### src/rtl/mpeg_stream_sink_pkg.sv
// Shared constants for the MPEG byte-stream sink and its FIFO.
// Also holds the pointer-width helper used by the input-side FIFO.
package mpeg_stream_pkg;

  localparam int BYTE_W               = 8;
  localparam int DEF_DEPTH            = 64;
  localparam int DEF_PROG_FULL_THRESH = 56;
  localparam int DEF_CNT_W            = 32;

  // One extra MSB lets full and empty be told apart when the index bits match.
  function automatic int ptr_width(input int depth);
    return $clog2(depth) + 1;
  endfunction

endpackage

### src/rtl/mpeg_stream_sink_if.sv
// Byte-stream input (data/enable/end/prog_full) and valid/ready output of the sink.
interface mpeg_stream_if;
  import mpeg_stream_pkg::*;

  logic [BYTE_W-1:0] mpeg_in;
  logic              mpeg_in_en;
  logic              stream_end;
  logic              mpeg_prog_full;
  logic [BYTE_W-1:0] out_data;
  logic              out_valid;
  logic              out_ready;

  modport master (
    output mpeg_in, mpeg_in_en, stream_end, out_ready,
    input  mpeg_prog_full, out_data, out_valid
  );

  modport slave (
    input  mpeg_in, mpeg_in_en, stream_end, out_ready,
    output mpeg_prog_full, out_data, out_valid
  );

endinterface

### src/rtl/mpeg_stream_sink_fifo.sv
// First-word-fall-through synchronous byte FIFO with occupancy count.
module mpeg_byte_fifo
  import mpeg_stream_pkg::*;
#(
  parameter  int DEPTH = DEF_DEPTH,
  localparam int PW    = ptr_width(DEPTH)
) (
  input  logic              clk,
  input  logic              rst_n,
  input  logic              i_push,
  input  logic [BYTE_W-1:0] i_data,
  input  logic              i_pop,
  output logic [BYTE_W-1:0] o_data,
  output logic              o_empty,
  output logic              o_full,
  output logic [PW-1:0]     o_count
);

  localparam int AW = PW - 1;

  logic [BYTE_W-1:0] r_mem [DEPTH];
  logic [PW-1:0]     r_wr_ptr;
  logic [PW-1:0]     r_rd_ptr;
  logic              w_push;
  logic              w_pop;

  assign o_empty = (r_wr_ptr == r_rd_ptr);
  assign o_full  = (r_wr_ptr[AW-1:0] == r_rd_ptr[AW-1:0]) && (r_wr_ptr[AW] != r_rd_ptr[AW]);
  assign o_count = r_wr_ptr - r_rd_ptr;
  assign w_push  = i_push && !o_full;
  assign w_pop   = i_pop && !o_empty;

  // Head byte is read combinationally; forced to zero when nothing is buffered.
  assign o_data = o_empty ? '0 : r_mem[r_rd_ptr[AW-1:0]];

  always_ff @(posedge clk) begin
    if (!rst_n) begin
      r_wr_ptr <= '0;
      r_rd_ptr <= '0;
    end else begin
      if (w_push) r_wr_ptr <= r_wr_ptr + PW'(1);
      if (w_pop)  r_rd_ptr <= r_rd_ptr + PW'(1);
    end
  end

  always_ff @(posedge clk) begin
    if (w_push) r_mem[r_wr_ptr[AW-1:0]] <= i_data;
  end

endmodule

### src/rtl/mpeg_stream_sink.sv
// Receiving end of the MPEG byte stream: buffers bytes, drains over valid/ready,
// back-pressures with prog_full and reports done/overflow/late-byte status.
module mpeg_stream_sink
  import mpeg_stream_pkg::*;
#(
  parameter int DEPTH            = DEF_DEPTH,
  parameter int PROG_FULL_THRESH = DEF_PROG_FULL_THRESH,
  parameter int CNT_W            = DEF_CNT_W
) (
  input  logic             clk,
  input  logic             rst_n,
  mpeg_stream_if.slave     bus,
  output logic             o_done,
  output logic             o_overflow,
  output logic             o_late_byte,
  output logic [CNT_W-1:0] o_byte_in_cnt,
  output logic [CNT_W-1:0] o_byte_out_cnt
);

  localparam int PW = ptr_width(DEPTH);

  // The producer reacts to prog_full a cycle late, so two slots of headroom are needed.
  if (((DEPTH & (DEPTH - 1)) != 0) || (DEPTH < 4) || (PROG_FULL_THRESH > DEPTH - 2)) begin : g_param_check
    $error("mpeg_stream_sink: DEPTH must be a power of 2 >= 4 and PROG_FULL_THRESH <= DEPTH-2");
  end

  logic          w_full;
  logic          w_empty;
  logic          w_push;
  logic          w_pop;
  logic [PW-1:0] w_count;
  logic [PW-1:0] w_next_count;
  logic          r_end_seen;
  logic          r_prog_full;

  assign w_push       = bus.mpeg_in_en && !w_full;
  assign w_pop        = !w_empty && bus.out_ready;
  assign w_next_count = w_count + PW'(w_push) - PW'(w_pop);

  mpeg_byte_fifo #(.DEPTH(DEPTH)) u_fifo (
    .clk     (clk),
    .rst_n   (rst_n),
    .i_push  (w_push),
    .i_data  (bus.mpeg_in),
    .i_pop   (w_pop),
    .o_data  (bus.out_data),
    .o_empty (w_empty),
    .o_full  (w_full),
    .o_count (w_count)
  );

  assign bus.out_valid      = !w_empty;
  assign bus.mpeg_prog_full = r_prog_full;

  always_ff @(posedge clk) begin
    if (!rst_n) begin
      r_end_seen     <= 1'b0;
      r_prog_full    <= 1'b0;
      o_done         <= 1'b0;
      o_overflow     <= 1'b0;
      o_late_byte    <= 1'b0;
      o_byte_in_cnt  <= '0;
      o_byte_out_cnt <= '0;
    end else begin
      r_end_seen  <= r_end_seen | bus.stream_end;
      r_prog_full <= (w_next_count >= PW'(PROG_FULL_THRESH));
      if (bus.mpeg_in_en && w_full)     o_overflow  <= 1'b1;
      if (bus.mpeg_in_en && r_end_seen) o_late_byte <= 1'b1;
      // A byte arriving this cycle keeps done low until it has drained.
      if (r_end_seen && w_empty && !bus.mpeg_in_en) o_done <= 1'b1;
      if (w_push) o_byte_in_cnt  <= o_byte_in_cnt + CNT_W'(1);
      if (w_pop)  o_byte_out_cnt <= o_byte_out_cnt + CNT_W'(1);
    end
  end

endmodule

### src/flat_wrapper.sv
// flat-port wrapper written by rule: the top's interface ports become plain ports
module mpeg_stream_sink_flat import mpeg_stream_pkg::*;
#(
  parameter int DEPTH            = DEF_DEPTH,
  parameter int PROG_FULL_THRESH = DEF_PROG_FULL_THRESH,
  parameter int CNT_W            = DEF_CNT_W
)
  (clk, rst_n, o_done, o_overflow, o_late_byte, o_byte_in_cnt, o_byte_out_cnt, bus_mpeg_in, bus_mpeg_in_en, bus_stream_end, bus_out_ready, bus_mpeg_prog_full, bus_out_data, bus_out_valid);
  mpeg_stream_if bus_i ();
  input  logic clk;
  input  logic rst_n;
  output logic o_done;
  output logic o_overflow;
  output logic o_late_byte;
  output logic [CNT_W-1:0] o_byte_in_cnt;
  output logic [CNT_W-1:0] o_byte_out_cnt;
  input wire logic [$bits(bus_i.mpeg_in)-1:0] bus_mpeg_in;
  input wire logic [$bits(bus_i.mpeg_in_en)-1:0] bus_mpeg_in_en;
  input wire logic [$bits(bus_i.stream_end)-1:0] bus_stream_end;
  input wire logic [$bits(bus_i.out_ready)-1:0] bus_out_ready;
  output wire logic [$bits(bus_i.mpeg_prog_full)-1:0] bus_mpeg_prog_full;
  output wire logic [$bits(bus_i.out_data)-1:0] bus_out_data;
  output wire logic [$bits(bus_i.out_valid)-1:0] bus_out_valid;
  assign bus_i.mpeg_in = bus_mpeg_in;
  assign bus_i.mpeg_in_en = bus_mpeg_in_en;
  assign bus_i.stream_end = bus_stream_end;
  assign bus_i.out_ready = bus_out_ready;
  assign bus_mpeg_prog_full = bus_i.mpeg_prog_full;
  assign bus_out_data = bus_i.out_data;
  assign bus_out_valid = bus_i.out_valid;
  mpeg_stream_sink #(.DEPTH(DEPTH), .PROG_FULL_THRESH(PROG_FULL_THRESH), .CNT_W(CNT_W)) u_core (.clk(clk), .rst_n(rst_n), .bus(bus_i), .o_done(o_done), .o_overflow(o_overflow), .o_late_byte(o_late_byte), .o_byte_in_cnt(o_byte_in_cnt), .o_byte_out_cnt(o_byte_out_cnt));
endmodule
### config.mk
export PLATFORM = sky130hd
export DESIGN_NAME = mpeg_stream_sink_flat
export DESIGN_NICKNAME = d
export VERILOG_FILES = /design/src/rtl/mpeg_stream_sink_pkg.sv /design/src/rtl/mpeg_stream_sink_if.sv /design/src/rtl/mpeg_stream_sink_fifo.sv /design/src/rtl/mpeg_stream_sink.sv /design/src/flat_wrapper.sv
export SDC_FILE = /design/constraint.sdc
export NUM_CORES = 1
export LEC_CHECK = 0
export BUFFER_PORTS_ARGS = -buffer_cell sky130_fd_sc_hd__buf_2
export CAP_MARGIN = 10
export CORE_ASPECT_RATIO = 0.75
export CORE_MARGIN = 5
export CORE_UTILIZATION = 55
export CTS_BUF_LIST = sky130_fd_sc_hd__clkbuf_8
export CTS_CLUSTER_DIAMETER = 150
export CTS_CLUSTER_SIZE = 24
export DETAILED_ROUTE_END_ITERATION = 10
export HOLD_SLACK_MARGIN = 0.12
export PLACE_DENSITY_LB_ADDON = 0.05
export SLEW_MARGIN = 20
export SYNTH_ARGS = -nofsm -noshare
export SYNTH_HDL_FRONTEND = slang
export SYNTH_SLANG_ARGS = --single-unit
### constraint.sdc
create_clock -name clk -period 4.6 [get_ports clk]
set_input_delay 0.23 -clock clk [delete_from_list [all_inputs] [get_ports clk]]
set_output_delay 0.23 -clock clk [all_outputs]
set_load 0.02 [all_outputs]
==> impl_metrics.json <==
{
  "die_y_microns": 192,
  "period_needed_ns": 4.29,
  "yosysSeqAreaShare_pct": 70.7,
  "reg2reg_slack_ns": 0.31,
  "antenna_found_initial": 1,
  "clkPwrFrac_pct": 23.4,
  "crit_path_max_fanout": 8,
  "finalSetupViolCount": 0,
  "diodes": 0,
  "clk_pin_slew_worst_paths_ns": 0.16,
  "seqCellArea_sq_mm": 0.0172,
  "finalMaxSlewViolations": 0,
  "num_rows": 66,
  "synth_area_per_cell_sq_um": 16.7,
  "cts_buffer_depth": 3,
  "drive_above_1_share_pct": 20.6,
  "synthCells": 1450,
  "multi_input_area_sq_mm": 0.00669,
  "wl_per_cell_microns": 26.6,
  "root_buffer": "clkbuf_8",
  "cp.arrival_ns": 4.86,
  "synth_seq_cells": 601,
  "port_buffers": 89,
  "viasPerCell": 6.22,
  "p_leak_nw": 8.34,
  "ctsResizeCount": 0,
  "cp-end-kind": "flop",
  "cts_tree": "built",
  "drt_first_pass_iters": 5,
  "skew_ns": 0.0527,
  "slowest_delay_ns": 0.54,
  "routabilityCongestion": 0.992,
  "hold_viol": 0,
  "critical_path_class": "reg -> reg",
  "start_kind": "flop",
  "cpMaxStageDelayCell": "o41a_1",
  "hpwl_microns": 37400,
  "syn2layout_area_growth_pct": 7.75,
  "insertion_delay_ns": 0.68,
  "crit_family": "adder cells",
  "worstPathRequired_ns": 5.17,
  "start_util_pct": 55.8,
  "worst_pin_slew_ns": 1.06,
  "power.internal_w": 0.00707,
  "post_cts_buffers": 0,
  "drtIter0Drc": 1416,
  "dieWidth_microns": 253,
  "synthArstFlopShare_pct": 0,
  "clkSinkCount": 601,
  "fin_nets": 1596,
  "drc": 0,
  "final_cell_count_no_fill": 2163,
  "htreeDepth": 1,
  "critPathBufInv": 2,
  "cts_buffers": 29,
  "hold_class": "in -> reg",
  "cts-hold-fix-buffers": 6,
  "routed_wl_microns": 57600,
  "die-area_sq_mm": 0.0485,
  "crit_path_frequent_cell": "fa_1",
  "grt_max_degree": 69,
  "crit_chain": "inv_1 -> ha_1 -> nand4_1 -> o41a_1 -> inv_1 -> fa_1 -> fa_1 -> ha_1 -> fa_1 -> xor2_1 -> nand3_1 -> a21boi_0 -> o41a_1",
  "status": "finished clean",
  "power.density_mw_per_mm2": 362,
  "synthesis.area_sq_mm": 0.0243,
  "synth_edf_count": 512,
  "ys.flop_type": "edfxtp_1",
  "syn-num-nets": 1484,
  "maxSlewHeadroom_pct": 29.4,
  "swShare_pct": 25.3,
  "grt_pass1_vias": 13000,
  "fin_crit_sh_pct": 93.3,
  "cap_violations": 0,
  "final_antenna_net_count": 0,
  "p_seq_share_pct": 63.5,
  "ios": 90,
  "fmax_ghz": 0.233,
  "yosysUniqueCellTypes": 62,
  "ir_drop_v": 0.000244,
  "grt_overflow": 0,
  "rsz0062_at_grt": "no",
  "core_sq_mm": 0.0435,
  "fillers": 3205,
  "grt_pass1_wl_microns": 86900,
  "yosysWarnings": 0,
  "vias": 13500,
  "power.switching_w": 0.00240,
  "pwr-share-comb_pct": 13.1,
  "grt_use_total_pct": 24.0,
  "dp.cells": 2103,
  "setup_tns_ns": 0
}
## state kept, by name (all words and copies together) (netlist names), named ones only
register and flops:
u_core.u_fifo.r_mem 512, u_core.o_byte_in_cnt 32, u_core.o_byte_out_cnt 32, u_core.u_fifo.r_rd_ptr 7
u_core.u_fifo.r_wr_ptr 7, u_core.bus.mpeg_prog_full 1, u_core.o_done 1, u_core.o_late_byte 1
u_core.o_overflow 1, u_core.r_end_seen 1
## power groups by stage
stage	clock [W]	combinational (W)	sequential [W]
after floorplan	0	0.000820	0.00608
after global placement	0	0.00122	0.00614
after detailed placement	0	0.00123	0.00614
after CTS	0.00228	0.00123	0.00602
after global routing	0.00248	0.00131	0.00603
final	0.00222	0.00124	0.00602
## worst paths after layout
kind | start | cells after the start | to
setup / recovery | u_core.u_fifo.r_wr_ptr[2]$_SDFFE_PN0P_ | 13 | u_core.bus.mpeg_prog_full$_SDFF_PN0_
hold / removal | bus_mpeg_in[4] | 2 | u_core.u_fifo.r_mem[3][4]$_DFFE_PP_
hold reg to reg | u_core.o_byte_in_cnt[31]$_SDFFE_PN0P_ | 2 | u_core.o_byte_in_cnt[31]$_SDFFE_PN0P_
setup reg to reg | u_core.u_fifo.r_wr_ptr[2]$_SDFFE_PN0P_ | 13 | u_core.bus.mpeg_prog_full$_SDFF_PN0_
## per-layer routing
metal	routed length [microns]	part of all wire [%]	GRT usage, %	vias up
met2	25100	44	34.2	544
met5	8	0.014	0	-
met1	26400	46	39.3	6940
li1	-	-	-	5896
met4	1180	2.0	4.13	2
met3	4920	8.5	4.59	77
## cells in the final DEF, fill, tap and decap left out, types with 29 or more instances in the layout
cell / count
xnor2_1: 31
nand3_1: 50
buf_2: 89
clkbuf_8: 29
a21oi_1: 41
nor2_1: 142
buf_4: 48
nand2_1: 59
dfxtp_1: 86
edfxtp_1: 512
mux4_2: 123
o21ai_0: 30
inv_1: 47
## per-stage QoR
stage	cell area [sq um]	hold WS [ns]	worst slack [ns]	utilization [%]	total power, W
after floorplan	24300	0.329	0.368	-	0.00690
after global placement	25600	0.439	0.477	58.7	0.00736
after detailed placement	25600	0.447	0.360	58.7	0.00737
after CTS	26100	0.203	0.299	60.1	0.00953
after global routing	26100	0.228	0.0507	60.1	0.00982
final	26100	0.237	0.310	60.1	0.00947
## synth_stat cells, types with 4 or more instances
cell / count / area [sq um]
nand2b_1: 8 / 50.1
and3_1: 8 / 50.1
edfxtp_1: 512 / 15400
mux2i_1: 10 / 100
o221ai_1: 4 / 35.0
a22oi_1: 19 / 143
buf_1: 6 / 22.5
nor4_1: 10 / 62.6
inv_1: 25 / 93.8
a31oi_1: 5 / 31.3
and2_1: 9 / 56.3
o22ai_1: 5 / 31.3
nand2_1: 59 / 221
o31ai_1: 8 / 60.1
a21oi_1: 41 / 205
a211oi_1: 4 / 30.0
mux4_2: 123 / 2770
or3_1: 17 / 106
dfxtp_1: 89 / 1780
nor2_1: 142 / 533
buf_4: 9 / 67.6
mux2_2: 11 / 124
xnor2_1: 31 / 272
a22o_1: 4 / 35.0
clkbuf_1: 25 / 93.8
nand3_1: 50 / 250
nor2b_1: 12 / 75.1
buf_2: 24 / 120
nor3_1: 25 / 125
xor2_1: 26 / 228
ha_1: 18 / 225
nand4_1: 21 / 131
and4_1: 7 / 61.3
or4_1: 7 / 52.6
o21ai_0: 30 / 150
## area by class of cell
type	instances	share of cell area (%)
Clock buffer	29	1.53
Multi-Input combinational cell	756	25.6
Sequential cell	601	65.7
Timing Repair Buffer	146	3.54
Tap cell	578	2.77
Clock inverter	25	0.526
Inverter	28	0.412
## logic make-up after synthesis
logic type / after synthesis / share of synthesized area, %
compound gates: 138 / 3.66
buf+inv: 93 / 1.74
xor+xnor: 57 / 2.06
mux: 144 / 12.3
flops: 601 / 70.7
simple gates: 396 / 8.33
fa+ha+maj: 21 / 1.18
No activity file was read; power rests on OpenSTA's default activity.
